**src/rtl/instruction_fetch_cache.sv**
```systemverilog
// Direct-mapped, read-only instruction cache that sits between the fetch
// logic and instruction_memory. Hits return a word one cycle after the
// request. A miss stalls fetch, reads the whole 4-word line from memory,
// fills it into the cache and then returns the requested word.
module instruction_fetch_cache #(
  parameter int NUM_LINES   = 8,
  parameter int MEM_LATENCY = 2,
  parameter int COUNT_W     = 16
) (
  input  logic               clock,
  input  logic               reset_n,
  input  logic               fetch_req,
  input  logic [31:0]        pc,
  input  logic               flush,
  output logic [31:0]        instruction,
  output logic               instr_valid,
  output logic               stall,
  output logic               mem_read,
  output logic [31:0]        mem_address,
  input  logic [127:0]       mem_data_line,
  output logic [COUNT_W-1:0] miss_count
);

  localparam int IDX_W  = $clog2(NUM_LINES);
  localparam int TAG_W  = 28 - IDX_W;
  localparam int WAIT_W = (MEM_LATENCY > 1) ? $clog2(MEM_LATENCY) : 1;
  localparam logic [WAIT_W-1:0] WAIT_LAST = WAIT_W'(MEM_LATENCY - 1);

  typedef enum logic {IDLE, MISS} state_t;

  state_t               state;
  logic [NUM_LINES-1:0] line_valid;
  logic [TAG_W-1:0]     line_tag  [NUM_LINES];
  logic [127:0]         line_data [NUM_LINES];
  logic [29:0]          miss_pc;
  logic [WAIT_W-1:0]    wait_count;
  logic                 fill_cancel;

  logic [IDX_W-1:0] req_idx;
  logic [TAG_W-1:0] req_tag;
  logic [1:0]       req_word;
  logic             req_hit;
  logic [IDX_W-1:0] miss_idx;
  logic [TAG_W-1:0] miss_tag;
  logic [1:0]       miss_word;
  logic             fill_done;
  logic [1:0]       unused_pc_bits;

  // The byte offset within a word never affects the lookup.
  assign unused_pc_bits = pc[1:0];

  assign req_idx   = pc[3+IDX_W:4];
  assign req_tag   = pc[31:4+IDX_W];
  assign req_word  = pc[3:2];
  assign req_hit   = line_valid[req_idx] && (line_tag[req_idx] == req_tag);

  assign miss_idx  = miss_pc[1+IDX_W:2];
  assign miss_tag  = miss_pc[29:2+IDX_W];
  assign miss_word = miss_pc[1:0];
  assign fill_done = (state == MISS) && (wait_count == WAIT_LAST);

  assign stall = (state == MISS);

  function automatic logic [31:0] select_word(input logic [127:0] line,
                                              input logic [1:0]   sel);
    return line[{sel, 5'b0} +: 32];
  endfunction

  // Line payload and tag only matter once the valid bit is set, so they are not reset.
  always_ff @(posedge clock) begin
    if (fill_done) begin
      line_data[miss_idx] <= mem_data_line;
      line_tag[miss_idx]  <= miss_tag;
    end
  end

  // Lookup / miss-handling FSM with valid bits, memory strobe and miss counter.
  always_ff @(posedge clock or negedge reset_n) begin
    if (!reset_n) begin
      state       <= IDLE;
      line_valid  <= '0;
      instruction <= '0;
      instr_valid <= 1'b0;
      mem_read    <= 1'b0;
      mem_address <= '0;
      wait_count  <= '0;
      miss_count  <= '0;
      miss_pc     <= '0;
      fill_cancel <= 1'b0;
    end else begin
      case (state)
        IDLE: begin
          if (flush) begin
            line_valid <= '0;
          end
          if (fetch_req && req_hit && !flush) begin
            instruction <= select_word(line_data[req_idx], req_word);
            instr_valid <= 1'b1;
          end else if (fetch_req) begin
            miss_pc     <= pc[31:2];
            mem_address <= {pc[31:4], 4'b0};
            mem_read    <= 1'b1;
            wait_count  <= '0;
            miss_count  <= miss_count + 1'b1;
            fill_cancel <= 1'b0;
            instr_valid <= 1'b0;
            state       <= MISS;
          end else begin
            instr_valid <= 1'b0;
          end
        end
        MISS: begin
          instr_valid <= 1'b0;
          if (flush) begin
            line_valid  <= '0;
            fill_cancel <= 1'b1;
          end
          if (wait_count == WAIT_LAST) begin
            if (!flush && !fill_cancel) begin
              line_valid[miss_idx] <= 1'b1;
            end
            instruction <= select_word(mem_data_line, miss_word);
            instr_valid <= 1'b1;
            mem_read    <= 1'b0;
            wait_count  <= '0;
            state       <= IDLE;
          end else begin
            wait_count <= wait_count + 1'b1;
          end
        end
        default: state <= IDLE;
      endcase
    end
  end

endmodule

```
**config.mk**
```make
export PLATFORM = sky130hd
export DESIGN_NAME = instruction_fetch_cache
export DESIGN_NICKNAME = d
export VERILOG_FILES = /design/src/rtl/instruction_fetch_cache.sv
export SDC_FILE = /design/constraint.sdc
export NUM_CORES = 1
export LEC_CHECK = 0
export CAP_MARGIN = 20
export CORE_ASPECT_RATIO = 1.1
export CORE_MARGIN = 1
export CORE_UTILIZATION = 50
export DETAILED_ROUTE_END_ITERATION = 8
export PLACE_DENSITY = 0.68
export SETUP_SLACK_MARGIN = 0.3
export SKIP_LAST_GASP = 1
export SYNTH_ARGS = -nofsm -noshare
export SYNTH_HDL_FRONTEND = slang
export SYNTH_SLANG_ARGS = --single-unit
```
**constraint.sdc**
```tcl
create_clock -name clock -period 24.9 [get_ports clock]
set_input_delay 3.735 -clock clock [delete_from_list [all_inputs] [get_ports clock]]
set_output_delay 3.735 -clock clock [all_outputs]
set_load 0.05 [all_outputs]
```
=== Word-level counts from Yosys, hierarchy flattened ===
Memories as Yosys holds them, arrays and structs flattened.
Index checks and enable logic that the tools add are counted.

* Register bits after elaboration: 119
* Bits in writable memories: 1,224
* Bits of input ports: 164
* Output and inout port bits: 83
* Logic and storage cells: 72
* Memories: 2

{| class="wikitable"
|+ Memories
! name !! depth !! bits a word !! read ports !! clocked after memory_dff !! wr ports !! RTL line !! RTL
|-
| line_data || 8 || 128 || 1 || 0 || 1 || 34 || <nowiki>logic [127:0] line_data [NUM_LINES];</nowiki>
|-
| line_tag || 8 || 25 || 1 || 0 || 1 || 33 || <nowiki>logic [TAG_W-1:0] line_tag [NUM_LINES];</nowiki>
|}

* $add $sub $neg: 2
* $lt $le $gt $ge: 3
* Eq/ne operators: 6
* Shifts and indexed selects: 2
* Mux-type cells: 31
* Bitwise logic cells: 3
* Reductions and logical operators: 13

{| class="wikitable"
|+ Operators with widths
! cell !! count
|-
| 128-bit by 8-bit indexed part select with 32-bit output || 2
|-
| 32-bit 2-to-1 mux || 2
|-
| 32-bit one-hot mux with 2 select lines || 1
|-
| 8-bit 2-to-1 mux || 4
|-
| 25-bit == test || 1
|-
| 16-bit by 1-bit adder with 16-bit output, second input constant || 1
|-
| 1-bit 2-to-1 mux || 16
|-
| 8-bit one-hot mux with 2 select lines || 1
|-
| 1-bit one-hot mux with 2 select lines || 5
|-
| 3-bit AND reduction || 3
|-
| 3-bit by 4-bit < comparator with 1-bit output, second input constant || 2
|-
| 2-bit != test, second input constant || 4
|-
| 8-bit OR || 1
|-
| 1-bit logical AND || 6
|-
| 2-bit AND reduction || 2
|-
| 1-bit binary-select mux with 3-bit select || 1
|-
| 1-bit demux with 3-bit select || 1
|-
| 3-bit by 1-bit >= comparator with 1-bit output, second input constant || 1
|-
| 1-bit zero test || 2
|-
| 2-bit by 1-bit != test with 1-bit output, second input constant || 1
|-
| 1-bit NOT || 2
|-
| 1-bit adder, second input constant || 1
|}

=== Longest topological paths before layout ===
* Word-level depth: 8
* Mapped depth: 12
* Depth with buffers taken out: 8

=== Worst setup path before layout ===
Ideal clock, no wire load.

* Path kind: reg-to-reg
* From: register state (netlist: stall)
* To: memory line_data[1][0] (enable)
* Setup time: 0.852 ns
* Data arrival time: 11.771 ns
* Data required time: 24.048 ns
* Path slack: 12.277 ns
* Stages on the path, launching flop included: 5
* Path buffers: 2
* Clock period less this slack: 12.623 ns
* Path through: dfrtp_1 > clkbuf_1 > buf_1 > nand3_1 > nor3_1

* Cells in the longest elaborated chain, start to end: 3

{| class="wikitable"
|+ RTL lines
! item !! RTL line !! RTL
|-
| from (decl) || 31 || <nowiki>state_t state;</nowiki>
|-
| from (signal assigned) || 80 || <nowiki>state <= IDLE;</nowiki>
|-
| from (signal assigned) || 107 || <nowiki>state <= MISS;</nowiki>
|-
| from (signal assigned) || 126 || <nowiki>state <= IDLE;</nowiki>
|-
| 1-bit logical AND || 60 || <nowiki>assign fill_done = (state == MISS) && (wait_count == WAIT_LAST);</nowiki>
|-
| 1-bit 2-to-1 mux || 71 || <nowiki>if (fill_done) begin</nowiki>
|-
| 1-bit 2-to-1 mux (not written as such) || 72 || <nowiki>line_data[miss_idx] <= mem_data_line;</nowiki>
|-
| to (decl) || 34 ||
|}

Every way passes these cells.

=== Worst setup path after layout ===
* From: input port pc[6]
* To: register instruction[29]

* Cells in the longest elaborated chain, start to end: 7
* Elaborated cells on any way between the ends: 13
* Those cells by class: 2 x eq/ne; 1 x shift; 4 x mux; 4 x reduce/logical; 2 x memory

{| class="wikitable"
|+ RTL lines
! item !! RTL line !! RTL
|-
| from (decl) || 13 || <nowiki>input logic [31:0] pc,</nowiki>
|-
| parallel branches: the longest is 7 deep, another holds memory read 8 x 128 bit || - ||
|-
| to (signal assigned) || 97 || <nowiki>instruction <= select_word(line_data[req_idx], req_word);</nowiki>
|-
| to (signal assigned) || 122 || <nowiki>instruction <= select_word(mem_data_line, miss_word);</nowiki>
|-
| to (decl) || 15 || <nowiki>output logic [31:0] instruction,</nowiki>
|}

Several ways; the timed one is not identified. The select of a mux whose other input is x is not followed.
A chain may end at the register's enable or synchronous reset.

==> results.md <==
- Area contributors post-synth: edfxtp_1 71%, mux4_2 16%, dfrtp_1 4.4%
- GRT Overall Usage: 0.2190
- DR vias: 23670
- Crit-path cells: clkbuf_8 -> buf_4 -> buf_4 -> mux4_2 -> mux2i_1 -> nor3b_1 -> o211ai_1 -> nor4_2 -> nand3_2 -> o21ai_4 -> buf_4 -> mux2_2
- Minimum clock period: 8.285 ns
- GR Overflow Total: 0
- Sequential cell area: between 30000 and 40000 sq um
- Hold Fails Final Rpt: 0
- 1st-iter DRT viols: approximately 2300
- Dominant cell type by area after synthesis: edfxtp_1
- Post-route clock period utilization: 0.3327
- Worst rel slew slack: 0.2540
- Via-per-instance ratio: 5.940
- Global-route wire length before repair: 165400 microns
- Worst setup SP type: input pin
- Slew @ Worst Pin: 1.119 ns
- Most used cell, CP: buf_4
- IO Pins: 247
- Avg WL per Cell: 27.96 microns
- First-pass DRT Iterations: 5
- Syn Area/Cell: 23.11 sq um
- Pwr Density: 97.81 nW/um^2
- Worst path slowest cell: buf_4
- Initial core utilization: 0.5047
- Worst min-delay path class: reg -> reg
- Status: completed
- RSZ-0062 raised after global routing: false
- # clock sinks: 1315
- Most common cell after layout, fill and taps aside: edfxtp_1
- Rows: 123
- Cell variety after synth: 44
- Synth Instances: 2232
- Peak VDD IR: 0.06704 mV
- CTS Root Cell: clkbuf_16
- Core area: ~100000 sq um
- # Max-Cap Violations: 0
- Post-route ant nets: 0
- Hold Buf Count CTS: 0
- Area of the mapped netlist: 51580 sq um
- Htree depth: 4
- Post-synthesis register bit count: 1315
- Multi-input gate area: 11810 sq um
- Clock skew: 0.02789 ns
- Nature of the critical path endpoint: flop
- Fraction of layout cells with a size suffix above 1: 0.2695
- Max Root-Sink Buffers: 3
- Initial antenna violation count: 21
- LEAKAGE: about 19 nW
- Final net count: 2663
- Family with the most delay on the worst path: buffers and inverters
- Post-cts gate resize count: 0
- Total negative setup slack: 0 ns
- Yosys warning count: 0
- Count of port buffers added during placement: 240
- CTS tree: yes
- GPL Wtd Cong: 0.7305
- Finish-stage setup viols: 0
- Synth-to-Final Area Change: 15.65%
- Final total power: 0.005834 W
- Clock Pin Slew Worst Setup and Hold Paths: 0.06 ns
- Fillers: 7281
- Final Max Slew Viols: 0
- Total CTS buffers: around 130
- # DRC: 0
- Die Wd: 308.2 microns
- Die area: 104400 sq um
- Fmax achieved: 0.1207 GHz
- HPWL Detailed: 57230 microns
- Critical path arrival: 8.90 ns
- Critical path type: in -> reg
- Setup Fix Bufs, Post-CTS: 0
- Asr flop ratio synth: 0.06920
- Final WL: 111400 microns
- Seq/Total Area, Yosys: 0.7568
- Die height: 338.9 microns
- Clock Latency Late Sink: 0.74 ns
- Post-synth EDFFs: 1224
- CP max FO: 55
- Number of global-route vias before repair: ~25000
- Worst path bufs/invs: 4
- Top cell type's share of synthesized area: 0.7126
- Final hold slack: 0.4800 ns
- Largest net degree at the start of global routing: about 130
- Req. time, crit path: 25.51 ns
- Most frequent cells in the layout: 1224 x edfxtp_1, 374 x mux4_2, 234 x clkdlybuf4s50_1
- Primary FF master, synth: edfxtp_1
- Crit path largest cell delay: slightly below 0.9 ns
metrics by stage:
step / utilization / instances / setup WS [ns] / area [sq um]
after floorplan: - / 2235 / 12.28 / 51590
after global placement: 0.5412 / 3736 / 15.18 / 55310
after detailed placement: 0.5412 / 3736 / 15.06 / 55310
after CTS: 0.5831 / 3978 / 15.87 / 59590
after global routing: 0.5836 / 3981 / 16.20 / 59640
final: 0.5837 / 3985 / 16.61 / 59650
Yosys cell counts (9+ instances only):
| master | count |
|---|---|
| mux2_2 | 59 |
| nor2_1 | 18 |
| nand3_1 | 9 |
| o21ai_0 | 40 |
| buf_4 | 40 |
| mux2i_1 | 67 |
| dfrtp_1 | 91 |
| nand2_1 | 48 |
| xnor2_1 | 15 |
| buf_2 | 29 |
| and3_1 | 11 |
| xor2_1 | 17 |
| clkbuf_1 | 35 |
| mux4_2 | 374 |
| mux2_4 | 20 |
| a21oi_1 | 11 |
| edfxtp_1 | 1224 |
| mux4_1 | 12 |
| buf_1 | 41 |
cell families (layout without fill, tap and decap cells):
family / count (synthesis) / count (layout) / share of synthesized area
flops: 1315 / 1315 / 0.7568
compound gates: 75 / 75 / 0.008515
xor+xnor: 32 / 32 / 0.005434
other cells: 1 / 9 / 0.00007271
mux: 532 / 532 / 0.2011
simple gates: 124 / 124 / 0.01225
buf+inv: 152 / 522 / 0.01557
fa+ha+maj: 1 / 1 / 0.0002426
worst paths after layout:
kind	slack (ns)	from	cells after the start	endpoint
setup / recovery	16.61	pc[6]	12	instruction[29]
setup reg to reg	20.62	stall	5	line_data[6][10]
max in group asynchronous	20.31	reset_n	2	miss_pc[1]
hold / removal	0.48	miss_count[15]	1	miss_count[15]
min in group asynchronous	3.07	reset_n	1	miss_pc[11]
hold reg to reg	0.48	miss_count[15]	1	miss_count[15]
where the power goes:
part           internal [W]  switching [W]  total, W
Combinational      0.000393       0.000592  0.000984
Sequential          0.00272       0.000175   0.00290
Clock               0.00114       0.000814   0.00195
Total               0.00425        0.00158   0.00583
layout make-up:
cell class / count / area share
diodes: 5 / 0.0002098
clock buffers: 177 / 0.06048
clock inverters: 65 / 0.01131
inverters: 2 / 0.0001259
multi-input cells: 768 / 0.1980
flip-flops and latches: 1315 / 0.6546
well taps: 1375 / 0.02884
repair buffers: 278 / 0.04651
sequential cells by signal (all words and copies together) (netlist names):
register / flops
instruction: 32
line_data: 1024
line_valid: 8
fill_cancel: 1
wait_count: 1
miss_count: 16
instr_valid: 1
stall: 1
line_tag: 200
mem_read: 1
miss_pc: 30
routing by layer:
layer | wire [microns] | track usage
met5 | 185 | 0
met4 | 2028 | 0.05452
met3 | 7725 | 0.04964
met2 | 56910 | 0.3694
met1 | 44570 | 0.2893
Power figures use the tool's default switching activity.
